### src/rtl/state_frame_tx_pkg.sv
// ============================================================================
// Module   : state_frame_tx_pkg
// Purpose  : Shared FSM encoding, frame constants and checksum helpers for
//            the status-frame UART transmitter.
// Revision : 1.0 - initial release
// ============================================================================
`default_nettype none

package state_frame_tx_pkg;

    typedef enum logic [2:0] {
        ST_IDLE  = 3'd0,
        ST_LOAD  = 3'd1,
        ST_START = 3'd2,
        ST_DATA  = 3'd3,
        ST_STOP  = 3'd4
    } fsm_state_t;

    localparam int         FRAME_BYTES    = 4;
    localparam logic [7:0] HEADER_DEFAULT = 8'hA5;

    function automatic logic [7:0] checksum(input logic [7:0] hdr,
                                            input logic [7:0] b1,
                                            input logic [7:0] b2);
        return hdr + b1 + b2;
    endfunction

    // Byte j of the frame built from a header and a captured status word.
    function automatic logic [7:0] frame_byte(input logic [7:0]  hdr,
                                              input logic [15:0] word,
                                              input logic [1:0]  idx);
        logic [7:0] b;
        case (idx)
            2'd0:    b = hdr;
            2'd1:    b = word[15:8];
            2'd2:    b = word[7:0];
            default: b = checksum(hdr, word[15:8], word[7:0]);
        endcase
        return b;
    endfunction

endpackage

`default_nettype wire

### src/rtl/state_frame_tx_if.sv
// ============================================================================
// Module   : state_frame_tx_if
// Purpose  : Trigger/status inputs and serial/handshake outputs of the
//            status-frame transmitter.
// Revision : 1.0 - initial release
// ============================================================================
`default_nettype none

interface state_frame_tx_if;
    logic        syn;
    logic        fault;
    logic [15:0] state;
    logic        tx;
    logic        busy;
    logic        frame_done;

    modport master (
        output syn, fault, state,
        input  tx, busy, frame_done
    );

    modport slave (
        input  syn, fault, state,
        output tx, busy, frame_done
    );
endinterface

`default_nettype wire

### src/rtl/state_frame_tx_baud_tick.sv
// ============================================================================
// Module   : state_frame_tx_baud_tick
// Purpose  : Bit-period counter; tick is high on the last clock of each bit.
// Revision : 1.0 - initial release
// ============================================================================
`default_nettype none

module state_frame_tx_baud_tick #(
    parameter int unsigned BAUD_DIV = 434
) (
    input  wire logic clk,
    input  wire logic rst,
    input  wire logic clear,
    output logic      tick
);
    localparam logic [15:0] C_LAST = 16'(BAUD_DIV - 1);

    logic [15:0] cnt_q;
    logic [15:0] cnt_d;

    always_comb begin
        cnt_d = cnt_q + 16'd1;
        tick  = 1'b0;
        if (clear) begin
            cnt_d = '0;
        end else if (cnt_q == C_LAST) begin
            cnt_d = '0;
            tick  = 1'b1;
        end
    end

    always_ff @(posedge clk or posedge rst) begin
        if (rst) begin
            cnt_q <= '0;
        end else begin
            cnt_q <= cnt_d;
        end
    end

endmodule

`default_nettype wire

### src/rtl/state_frame_tx.sv
// ============================================================================
// Module   : state_frame_tx
// Purpose  : Sends HEADER, state[15:8], state[7:0], checksum as 8N1 UART
//            bytes on a rising edge of syn or fault.
// Revision : 1.0 - initial release
// ============================================================================
`default_nettype none

module state_frame_tx
    import state_frame_tx_pkg::*;
#(
    parameter int unsigned BAUD_DIV = 434,
    parameter logic [7:0]  HEADER   = HEADER_DEFAULT
) (
    input  wire logic         clk,
    input  wire logic         rst,
    state_frame_tx_if.slave   bus
);
    localparam logic [1:0] C_LAST_BYTE = 2'(FRAME_BYTES - 1);

    fsm_state_t  fsm_q, fsm_d;
    logic        syn_dly_q, fault_dly_q;
    logic        pending_q, pending_d;
    logic [15:0] shadow_q, shadow_d;
    logic [1:0]  byte_idx_q, byte_idx_d;
    logic [2:0]  bit_cnt_q, bit_cnt_d;
    logic        tx_q, tx_d;
    logic        busy_q, busy_d;
    logic        frame_done_q, frame_done_d;

    logic        w_req;
    logic        w_tick;
    logic        w_baud_clear;
    logic [7:0]  w_byte;

    assign w_req        = (bus.syn & ~syn_dly_q) | (bus.fault & ~fault_dly_q);
    assign w_baud_clear = (fsm_q == ST_IDLE) || (fsm_q == ST_LOAD);
    assign w_byte       = frame_byte(HEADER, shadow_q, byte_idx_q);

    state_frame_tx_baud_tick #(
        .BAUD_DIV (BAUD_DIV)
    ) u_baud_tick (
        .clk   (clk),
        .rst   (rst),
        .clear (w_baud_clear),
        .tick  (w_tick)
    );

    always_comb begin
        fsm_d        = fsm_q;
        pending_d    = pending_q;
        shadow_d     = shadow_q;
        byte_idx_d   = byte_idx_q;
        bit_cnt_d    = bit_cnt_q;
        busy_d       = busy_q;
        frame_done_d = 1'b0;
        tx_d         = 1'b1;

        case (fsm_q)
            ST_IDLE: begin
                if (w_req || pending_q) begin
                    fsm_d  = ST_LOAD;
                    busy_d = 1'b1;
                end
            end
            ST_LOAD: begin
                shadow_d   = bus.state;
                byte_idx_d = '0;
                bit_cnt_d  = '0;
                fsm_d      = ST_START;
            end
            ST_START: begin
                if (w_tick) begin
                    bit_cnt_d = '0;
                    fsm_d     = ST_DATA;
                end
            end
            ST_DATA: begin
                if (w_tick) begin
                    if (bit_cnt_q == 3'd7) begin
                        fsm_d = ST_STOP;
                    end else begin
                        bit_cnt_d = bit_cnt_q + 3'd1;
                    end
                end
            end
            ST_STOP: begin
                if (w_tick) begin
                    if (byte_idx_q == C_LAST_BYTE) begin
                        fsm_d        = ST_IDLE;
                        busy_d       = 1'b0;
                        frame_done_d = 1'b1;
                    end else begin
                        byte_idx_d = byte_idx_q + 2'd1;
                        fsm_d      = ST_START;
                    end
                end
            end
            default: begin
                fsm_d  = ST_IDLE;
                busy_d = 1'b0;
            end
        endcase

        // Requests seen while a frame is underway collapse into one flag.
        if (fsm_d == ST_LOAD) begin
            pending_d = 1'b0;
        end else if (w_req && (fsm_q != ST_IDLE)) begin
            pending_d = 1'b1;
        end

        // tx is registered, so it is derived from the state being entered.
        if (fsm_d == ST_START) begin
            tx_d = 1'b0;
        end else if (fsm_d == ST_DATA) begin
            tx_d = w_byte[bit_cnt_d];
        end
    end

    always_ff @(posedge clk or posedge rst) begin
        if (rst) begin
            fsm_q        <= ST_IDLE;
            syn_dly_q    <= 1'b0;
            fault_dly_q  <= 1'b0;
            pending_q    <= 1'b0;
            shadow_q     <= '0;
            byte_idx_q   <= '0;
            bit_cnt_q    <= '0;
            tx_q         <= 1'b1;
            busy_q       <= 1'b0;
            frame_done_q <= 1'b0;
        end else begin
            fsm_q        <= fsm_d;
            syn_dly_q    <= bus.syn;
            fault_dly_q  <= bus.fault;
            pending_q    <= pending_d;
            shadow_q     <= shadow_d;
            byte_idx_q   <= byte_idx_d;
            bit_cnt_q    <= bit_cnt_d;
            tx_q         <= tx_d;
            busy_q       <= busy_d;
            frame_done_q <= frame_done_d;
        end
    end

    assign bus.tx         = tx_q;
    assign bus.busy       = busy_q;
    assign bus.frame_done = frame_done_q;

endmodule

`default_nettype wire

### src/flat_wrapper.sv
// flat-port wrapper written by rule: the top's interface ports become plain ports
module state_frame_tx_flat import state_frame_tx_pkg::*;
#(
    parameter int unsigned BAUD_DIV = 434,
    parameter logic [7:0]  HEADER   = HEADER_DEFAULT
)
  (clk, rst, bus_syn, bus_fault, bus_state, bus_tx, bus_busy, bus_frame_done);
  state_frame_tx_if bus_i ();
  input  wire logic clk;
  input  wire logic rst;
  input wire logic [$bits(bus_i.syn)-1:0] bus_syn;
  input wire logic [$bits(bus_i.fault)-1:0] bus_fault;
  input wire logic [$bits(bus_i.state)-1:0] bus_state;
  output wire logic [$bits(bus_i.tx)-1:0] bus_tx;
  output wire logic [$bits(bus_i.busy)-1:0] bus_busy;
  output wire logic [$bits(bus_i.frame_done)-1:0] bus_frame_done;
  assign bus_i.syn = bus_syn;
  assign bus_i.fault = bus_fault;
  assign bus_i.state = bus_state;
  assign bus_tx = bus_i.tx;
  assign bus_busy = bus_i.busy;
  assign bus_frame_done = bus_i.frame_done;
  state_frame_tx #(.BAUD_DIV(BAUD_DIV), .HEADER(HEADER)) u_core (.clk(clk), .rst(rst), .bus(bus_i));
endmodule
### config.mk
export PLATFORM = sky130hd
export DESIGN_NAME = state_frame_tx_flat
export DESIGN_NICKNAME = d
export VERILOG_FILES = /design/src/rtl/state_frame_tx_pkg.sv /design/src/rtl/state_frame_tx_if.sv /design/src/rtl/state_frame_tx_baud_tick.sv /design/src/rtl/state_frame_tx.sv /design/src/flat_wrapper.sv
export SDC_FILE = /design/constraint.sdc
export NUM_CORES = 1
export LEC_CHECK = 0
export CORE_MARGIN = 2
export CORE_UTILIZATION = 40
export CTS_BUF_LIST = sky130_fd_sc_hd__clkbuf_2 sky130_fd_sc_hd__clkbuf_4 sky130_fd_sc_hd__clkbuf_8
export CTS_CLUSTER_SIZE = 8
export DETAILED_ROUTE_END_ITERATION = 10
export PLACE_DENSITY_LB_ADDON = 0.15
export SETUP_SLACK_MARGIN = 0.5
export SYNTH_ARGS = -nofsm -noshare
export SYNTH_HDL_FRONTEND = slang
export SYNTH_SLANG_ARGS = --single-unit
### constraint.sdc
create_clock -name clk -period 4.7 [get_ports clk]
set_input_delay 1.41 -clock clk [delete_from_list [all_inputs] [get_ports clk]]
set_output_delay 1.41 -clock clk [all_outputs]
set_load 0.02 [all_outputs]
Yosys cells after proc, flatten, opt, wreduce, memory -nomap -nowiden. Cells that the tools add are included.

Bits in registers: 46. Input port bits: 20. Output and inout port bits: 3. Word-level logic and storage cells: 82.

$add $sub $neg: 5. Order comparisons: 1. Equal/unequal tests: 16. Multiplexer cells: 32. Bitwise logic cells: 6. Reduce and logical (&&, ||, !) cells: 11.

Operators with widths (count): 16-bit 2-to-1 mux (2); 3-bit 2-to-1 mux (8); 8-bit one-hot mux with 3 select lines (1); 16-bit by 1-bit adder with 16-bit output (second input constant) (1); 16-bit by 9-bit equality test with 1-bit output (second input constant) (1); 3-bit one-hot mux with 5 select lines (1); 1-bit 2-to-1 mux (13); 3-bit by 2-bit equality test with 1-bit output (second input constant) (4); 3-bit one-hot mux with 3 select lines (1); 8-bit adder (1); 8-bit adder (first input constant) (1); 3-bit by 1-bit equality test with 1-bit output (second input constant) (2); 3-bit equality test (second input constant) (2); 2-bit 2-to-1 mux (3); 2-bit != test (second input constant) (3); 2-bit equality test (second input constant) (2); 3-bit by 4-bit < comparator with 1-bit output (second input constant) (1); 2-bit one-hot mux with 2 select lines (1); 4-bit AND reduction (1); 2-bit nonzero test (2); 3-bit by 1-bit adder with 3-bit output (second input constant) (1); 1-bit binary-select mux with 3-bit select (1); 3-bit zero test (1); 1-bit inverter (3); 12 further kinds (14).

Depth between registers and ports, before layout. Gate-level depths: netlist (run 1).

Depth after elaboration: 9. Mapped depth: 12. Gate-level depth less buffers: 12.

Hierarchy. From an unflattened synthesis (run 1), not the netlist that was laid out.

Cell total of the unflattened synthesis: 296. Area total of the unflattened synthesis: 2896.5 um^2.

Modules (own cells, without submodules): state_frame_tx (times used 1, cells an instance 211, area each 2000.7 um^2, sequential area each 752.0 um^2); state_frame_tx_baud_tick (times used 1, cells an instance 85, area each 895.9 um^2, sequential area each 400.4 um^2).

Worst setup path after synthesis (run 1). Ideal clock, no wire load.

Kind: flip-flop to flip-flop. Start: reg u_core.u_baud_tick.cnt_q[3]. End: reg u_core.tx_q, in the netlist u_core.bus.tx. Library setup time: 0.091 ns. Arrival time: 2.486 ns. Setup slack: 2.123 ns. Cell stages (with the launch flop): 9. Path buffers: 1. Cells stage by stage: dfrtp_1 or4_4 or4_1 buf_6 o211ai_2 a21oi_2 mux2_4 o2111ai_2 o211ai_1.

Cells in the longest elaborated chain, start to end: 9. Elaborated cells between the ends (all ways): 16. Classes of those cells: eq/ne: 3; mux: 13.

RTL lines: start, declared (line state_frame_tx_baud_tick.sv:18) `logic [15:0] cnt_q;`; start signal, assigned (line state_frame_tx_baud_tick.sv:36) `cnt_q <= cnt_d;`; 16-bit by 9-bit equality test with 1-bit output * (line state_frame_tx_baud_tick.sv:26) `end else if (cnt_q == C_LAST) begin`; 1-bit 2-to-1 mux * (line state_frame_tx_baud_tick.sv:26); 1-bit 2-to-1 mux * (line state_frame_tx_baud_tick.sv:24) `if (clear) begin`; 3-bit 2-to-1 mux, on equally long branches (line state_frame_tx.sv:79, state_frame_tx.sv:73); 3-bit one-hot mux with 3 select lines (line state_frame_tx.sv:59) `case (fsm_q)`; 1-bit binary-select mux with 3-bit select (line state_frame_tx.sv:116) `tx_d = w_byte[bit_cnt_d];`; 1-bit 2-to-1 mux (not written as such) (line state_frame_tx.sv:116); 1-bit 2-to-1 mux (line state_frame_tx.sv:115) `end else if (fsm_d == ST_DATA) begin`; 1-bit 2-to-1 mux * (line state_frame_tx.sv:113) `if (fsm_d == ST_START) begin`; named net u_core.tx_d (line state_frame_tx.sv:27) `logic tx_q, tx_d;`; end signal, assigned (line state_frame_tx.sv:140) `tx_q <= tx_d;`; end, declared (line state_frame_tx.sv:27).

Mark *: on every way through the listed nets, which the timed path passes. The rest lies on a longest branch. The select of a mux whose other input is x is not followed. A chain may end at the register's enable or synchronous reset.

Worst setup path in the final report (run 1).
Start: reg u_core.u_baud_tick.cnt_q[1]. End: reg u_core.tx_q, in the netlist u_core.bus.tx.

The elaborated chain is that of the path after synthesis.

==> impl_metrics.py, run 1 <==
metrics = {
    "yosys": {
        "synth_fp_nets": 317,
        "yosys_register_bits": 46,
        "synth_area_leaders": "dfrtp_1 41%, ha_1 9.2%, mux2_2 4.9%",
        "synthDistinctLibCells": 57,
        "ys_warn_count": 0,
        "syn_avg_cell_area_um2": 9.91,
        "synth_top_area_share_pct": 41.2,
        "synth_cells": 276,
        "yosysSeqAreaShare_pct": 42.2,
        "ys_top_cells_by_count": "45 x dfrtp_1, 24 x nor2_1, 23 x inv_1",
        "yosys_most_used_dff": "dfrtp_1",
        "synthesis.area_um2": 2730,
        "async_reset_ff_share_pct": 100,
        "synth_edf_count": 0,
        "yosysMostFrequentCell": "dfrtp_1",
        "yosysTopAreaCell": "dfrtp_1",
    },
    "timing": {
        "max_slew.worst_pin.slew_ns": 1.18,
        "rsz0062_at_grt": "false",
        "slew_violations": 0,
        "min_period_ns": 2.89,
        "finalCritPeriodShare_pct": 61.6,
        "hold_viol": 0,
        "fin_tns_setup_ns": 0,
        "max_freq_mhz": 345,
        "worst_clock_skew_ns": 0.00453,
        "whs_ns": 0.523,
        "setup_violations": 0,
        "fin_ws_ns": 1.81,
        "max_slew_margin_pct": 20.8,
    },
    "placed_design": {
        "gp_congestion": 0.849,
        "dp.cells": 369,
        "hpwl_mm": 3.97,
        "place_ws_ns": 1.64,
        "portBuffers": 22,
    },
    "clock_network": {
        "cts_tree": "built",
        "clock_latency_ns": 0.30,
        "holdBufCountCts": 0,
        "clk_path_buf_depth": 2,
        "cts_resized": 0,
        "path_clk_slew_ns": 0.09,
        "cts.sinks": 46,
        "cts_setup_buffers": 0,
        "htreeDepth": 2,
        "numCtsBuffers": 5,
        "clock-root-buffer": "clkbuf_8",
    },
    "detailed_routing": {
        "remaining_drc_errors": 0,
        "drt_iter0_drc": 152,
        "wl_mm": 5.58,
        "firstDrtPassIters": 4,
        "vias_per_cell": 5.56,
        "num_vias": 2096,
        "wire_per_inst_um": 14.8,
        "ant_nets": 0,
    },
    "setup_path": {
        "crit_required_ns": 4.92,
        "timing.rr.end": "u_core.bus.tx",
        "crit_chain": "inv_1 -> ha_1 -> or4bb_1 -> or4_1 -> o211ai_2 -> a21oi_2 -> mux2_4 -> o2111ai_2 -> o211ai_1",
        "worst_setup_path_start_kind": "flop",
        "rrSetupSlack_ns": 1.81,
        "path_class": "flop to flop",
        "crit_end": "u_core.bus.tx",
        "end_kind": "flop",
        "critPathMaxFanout": 10,
        "crit-reg2reg-launch": "u_core.u_baud_tick.cnt_q[1]",
        "rr_worst_depth": 9,
        "crit_path_max_incr_delay_ns": 0.68,
        "cp.arrival_ns": 3.12,
        "crit_slowest_cell": "or4_1",
        "worstSetupStartpoint": "u_core.u_baud_tick.cnt_q[1]",
    },
    "cells_and_area": {
        "stdcell_count": 377,
        "layout.nets": 337,
        "synthToLayoutAreaGrowth_pct": 13.5,
        "n_antenna_cell": 0,
        "drive_above_1_share_pct": 11.1,
    },
    "grt": {
        "antenna_found_initial": 0,
        "grt_max_degree": 47,
        "grt_pass1_vias": 1899,
        "grt-ovfl-total": 0,
        "grt_pass1_wl_mm": 9.37,
        "track_usage_pct": 16.0,
    },
    "min_path": {
        "hp-class": "flop to flop",
    },
    "power": {
        "p_leak_nw": 1.35,
        "ir_drop_mv": 0.238,
        "p_per_area_nw_per_um2": 537,
    },
    "floorplanning": {
        "die_w_um": 86.7,
        "rows": 30,
        "start_util_pct": 40.7,
        "die_y_um": 86.7,
        "dieArea_um2": 7510,
        "io_pins": 23,
        "core_um2": 6720,
    },
    "job": {
        "drv_cap": 0,
    },
    "status": {
        "status": "finished clean",
    },
}
through the flow:
stage	utilization (%)	power (mW)	cell area [um^2]
finish	46.2	1.67	3100
global route	46.2	1.82	3100
CTS	46.2	1.68	3100
detailed placement	44.8	1.41	3010
global placement	44.8	1.40	3010
floorplan	-	1.24	2730
how the worst min path moves through the flow:
stage	slack, ns	start	endpoint	depth (start not counted)
after floorplan	0.47	u_core.u_baud_tick.cnt_q[0]	u_core.u_baud_tick.cnt_q[0]	1
after global placement	0.51	u_core.u_baud_tick.cnt_q[0]	u_core.u_baud_tick.cnt_q[0]	1
after detailed placement	0.51	u_core.u_baud_tick.cnt_q[0]	u_core.u_baud_tick.cnt_q[0]	1
after CTS	0.52	u_core.u_baud_tick.cnt_q[0]	u_core.u_baud_tick.cnt_q[0]	1
after global routing	0.56	u_core.u_baud_tick.cnt_q[0]	u_core.u_baud_tick.cnt_q[0]	1
final	0.52	u_core.u_baud_tick.cnt_q[0]	u_core.u_baud_tick.cnt_q[0]	1
routing by layer:
metal | share of wire [%] | track usage (%) | vias up | wire length, um
li1 | - | - | 1032 | -
met1 | 52 | 23.7 | 1022 | 2920
met2 | 43 | 23.1 | 40 | 2420
met3 | 3.5 | 3.71 | 2 | 193
met4 | 0.72 | 5.11 | 0 | 40
met5 | 0 | 0 | - | 0
cells in the final DEF (no fill, tap or decap), types with 3 or more instances in the layout:
cell             count
a221oi_1             7
and3_1               3
xor2_1              10
a21oi_1             11
or3_1                3
clkbuf_8             6
dfrtp_1             45
xnor2_1              7
clkdlybuf4s50_1     22
o211ai_1             4
ha_1                20
mux2_2              12
nand2_1             18
inv_1               22
o21ai_0             15
o21bai_1             3
o22ai_1              3
nand3_1             10
a211oi_1             7
nor2_1              24
sequential cells by signal (all words and copies together) (netlist names), 2 cells and up:
register	cells
u_core.shadow_q	16
u_core.bit_cnt_q	3
u_core.byte_idx_q	2
u_core.u_baud_tick.cnt_q	16
u_core.fsm_q	3
power breakdown:
part / total, mW / leakage [nW] / switching [mW] / internal (mW)
registers: 0.603 / 0.584 / 0.103 / 0.500
logic: 0.806 / 0.722 / 0.415 / 0.391
clock network: 0.259 / 0.0472 / 0.140 / 0.118
area by class of cell:
| class | count | area (um^2) |
|---|---|---|
| Clock buffer | 6 | 82.6 |
| Clock inverter | 2 | 12.5 |
| Timing Repair Buffer | 23 | 228 |
| Multi-Input combinational cell | 197 | 1440 |
| Fill cell | 643 | 3610 |
| Tap cell | 80 | 100 |
| Inverter | 23 | 86.3 |
| Sequential cell | 46 | 1150 |
cells by family after synthesis:
kind of cell | Yosys count | share of synthesized area, %
flops | 46 | 42.2
mux | 15 | 6.22
fa+ha+maj | 21 | 9.89
xor+xnor | 17 | 5.45
compound gates | 71 | 18.2
simple gates | 73 | 13.0
buf+inv | 33 | 5.08
critical path, delay by kind of cell, from the launching register on:
kind / cells / cell delay (ns)
fa+ha+maj: 1 / 0.12
simple gates: 2 / 1.14
compound gates: 4 / 0.74
flops: 1 / 0.41
buf+inv: 1 / 0.06
mux: 1 / 0.35
No activity file was read; power rests on OpenSTA's default activity.
==> run 2, diff against run 1 <==
Clock period 4.7 ns to 2.5 ns, I/O delays scaled along.
==> run 2 against run 1 <==
Effect of this change:
- the flow now finishes with violations (setup timing)
- critical path depth is the same
- maximum frequency up 13%
- clock skew about the same
- total power rose by 110%
- critical path type unchanged
==> impl_metrics.py, run 2 (synthesis gave the netlist of run 1 again) <==
metrics = {
    "timing": {
        "finalCritPeriodShare_pct": 102,
        "fin_tns_setup_ns": -0.0517,
        "min_period_ns": 2.55,
        "rsz0062_at_grt": "true",
        "fin_ws_ns": -0.0517,
        "max_freq_mhz": 392,
        "worst_clock_skew_ns": 0.00499,
        "hold_viol": 0,
        "setup_violations": 1,
        "max_slew.worst_pin.slew_ns": 0.492,
        "whs_ns": 0.553,
        "slew_violations": 0,
        "max_slew_margin_pct": 67.2,
    },
    "floorplanning": {
        "rows": 30,
        "die_y_um": 86.7,
        "start_util_pct": 40.7,
        "io_pins": 23,
        "core_um2": 6720,
        "dieArea_um2": 7510,
        "die_w_um": 86.7,
    },
    "placed_design": {
        "portBuffers": 22,
        "hpwl_mm": 4.33,
        "dp.cells": 395,
        "gp_congestion": 0.849,
    },
    "cells_and_area": {
        "n_antenna_cell": 0,
        "final_core_util_pct": 51.3,
        "layout_common_cells": "45 x dfrtp_1, 26 x buf_4, 23 x nor2_1",
        "largest_registers": "u_core.shadow_q: 16 flops, u_core.u_baud_tick.cnt_q: 16 flops",
        "layout.nets": 366,
        "synthToLayoutAreaGrowth_pct": 26.0,
        "stdcell_count": 406,
        "final_common_cell": "dfrtp_1",
        "drive_above_1_share_pct": 22.1,
    },
    "clock_network": {
        "htreeDepth": 2,
        "cts.sinks": 46,
        "clock_latency_ns": 0.30,
        "path_clk_slew_ns": 0.09,
        "cts_tree": "built",
        "clk_path_buf_depth": 2,
        "numCtsBuffers": 5,
        "clock-root-buffer": "clkbuf_8",
    },
    "grt": {
        "grt_pass1_wl_mm": 10.3,
        "antenna_found_initial": 0,
        "grt_max_degree": 47,
        "grt_pass1_vias": 2150,
        "grt-ovfl-total": 0,
        "track_usage_pct": 17.4,
    },
    "setup_path": {
        "rrSetupSlack_ns": -0.05,
        "crit_path_max_incr_delay_ns": 0.55,
        "end_kind": "flop",
        "cp.arrival_ns": 2.78,
        "path_class": "flop to flop",
        "cp_top_family": "simple AND/OR/NAND/NOR gates",
        "crit_chain": "inv_1 -> ha_1 -> or4bb_4 -> or4_4 -> o211ai_4 -> a21oi_4 -> mux2_4 -> o2111ai_2 -> o211ai_1",
        "crit_required_ns": 2.73,
        "path_buf_inv": 1,
        "worst_setup_path_start_kind": "flop",
        "crit_slowest_cell": "or4_4",
        "critPathMaxFanout": 6,
    },
    "detailed_routing": {
        "firstDrtPassIters": 4,
        "ant_nets": 0,
        "vias_per_cell": 5.35,
        "remaining_drc_errors": 0,
        "drt_iter0_drc": 70,
        "num_vias": 2173,
        "wire_per_inst_um": 14.5,
        "wl_mm": 5.87,
    },
    "min_path": {
        "hp-class": "flop to flop",
    },
    "power": {
        "ir_drop_mv": 0.743,
        "p_leak_nw": 1.54,
        "p_per_area_nw_per_um2": 1030,
        "finalPower_mw": 3.54,
    },
    "job": {
        "drv_cap": 0,
    },
    "status": {
        "violations": "setup timing",
        "status": "complete, but fails checks",
    },
}
run 2: cell types whose count changed in the layout (fill, tap and decap cells not counted), moves of 3 or more:
cell	delta
dlygate4sd2_1	+3
clkdlybuf4s50_1	-3
buf_6	+3
buf_4	+25
run 2: per-layer routing:
layer	share of wire (%)	wire [um]	vias to the layer above	global-route usage (%)
met3	2.2	130	10	3.24
met1	49	2880	1041	23.9
met2	47	2750	27	27.5
met5	0	0	-	0
li1	-	-	1095	-
met4	1.8	105	0	5.82
run 2: area by class of cell:
type | instances | area, um^2
Clock buffer | 5 | 68.8
Clock inverter | 3 | 68.8
Fill cell | 601 | 3270
Inverter | 23 | 86.3
Multi-Input combinational cell | 197 | 1500
Sequential cell | 46 | 1150
Tap cell | 80 | 100
Timing Repair Buffer | 52 | 465
run 2: path summary, 6_finish.rpt:
check | from | to | cells after the start
min | u_core.shadow_q[12] | u_core.shadow_q[12] | 1
max reg2reg | u_core.u_baud_tick.cnt_q[1] | u_core.bus.tx | 9
max | u_core.u_baud_tick.cnt_q[1] | u_core.bus.tx | 9
min reg2reg | u_core.shadow_q[12] | u_core.shadow_q[12] | 1
max in group asynchronous | rst | u_core.bus.tx | 3
min in group asynchronous | rst | u_core.shadow_q[15] | 3
run 2: what timing repair did:
item / CTS / global route
pin swaps: 0 / 2
hold endpoints to repair: 0 / 0
buffers inserted: 0 / 2
hold buffers: 0 / 0
endpoints found under the setup margin: 28 / 26
cloned: 1 / 0
resized for setup: 8 / 9
run 2: where the power goes:
| part | internal [mW] | switching (mW) | total, mW | leakage, nW |
|---|---|---|---|---|
| registers | 0.940 | 0.153 | 1.09 | 0.584 |
| clock network | 0.401 | 0.269 | 0.669 | 0.0683 |
| logic | 0.889 | 0.886 | 1.78 | 0.891 |
run 2: worst reg2reg max path, cell delays in order, from the launching register on:
cell and delay, ns:
dfrtp_1 0.39, inv_1 0.05, ha_1 0.12, or4bb_4 0.46
or4_4 0.55, o211ai_4 0.22, a21oi_4 0.10, mux2_4 0.30
o2111ai_2 0.17, o211ai_1 0.12
run 2: metrics by stage:
step,worst slack [ns],instance area (um^2)
2_1_floorplan,-0.0370,2760
4_1_cts,-0.0450,3390
3_5_place_dp,-0.0250,3240
3_3_place_gp,0.0260,3240
5_1_grt,-0.163,3440
6_report,-0.0517,3440
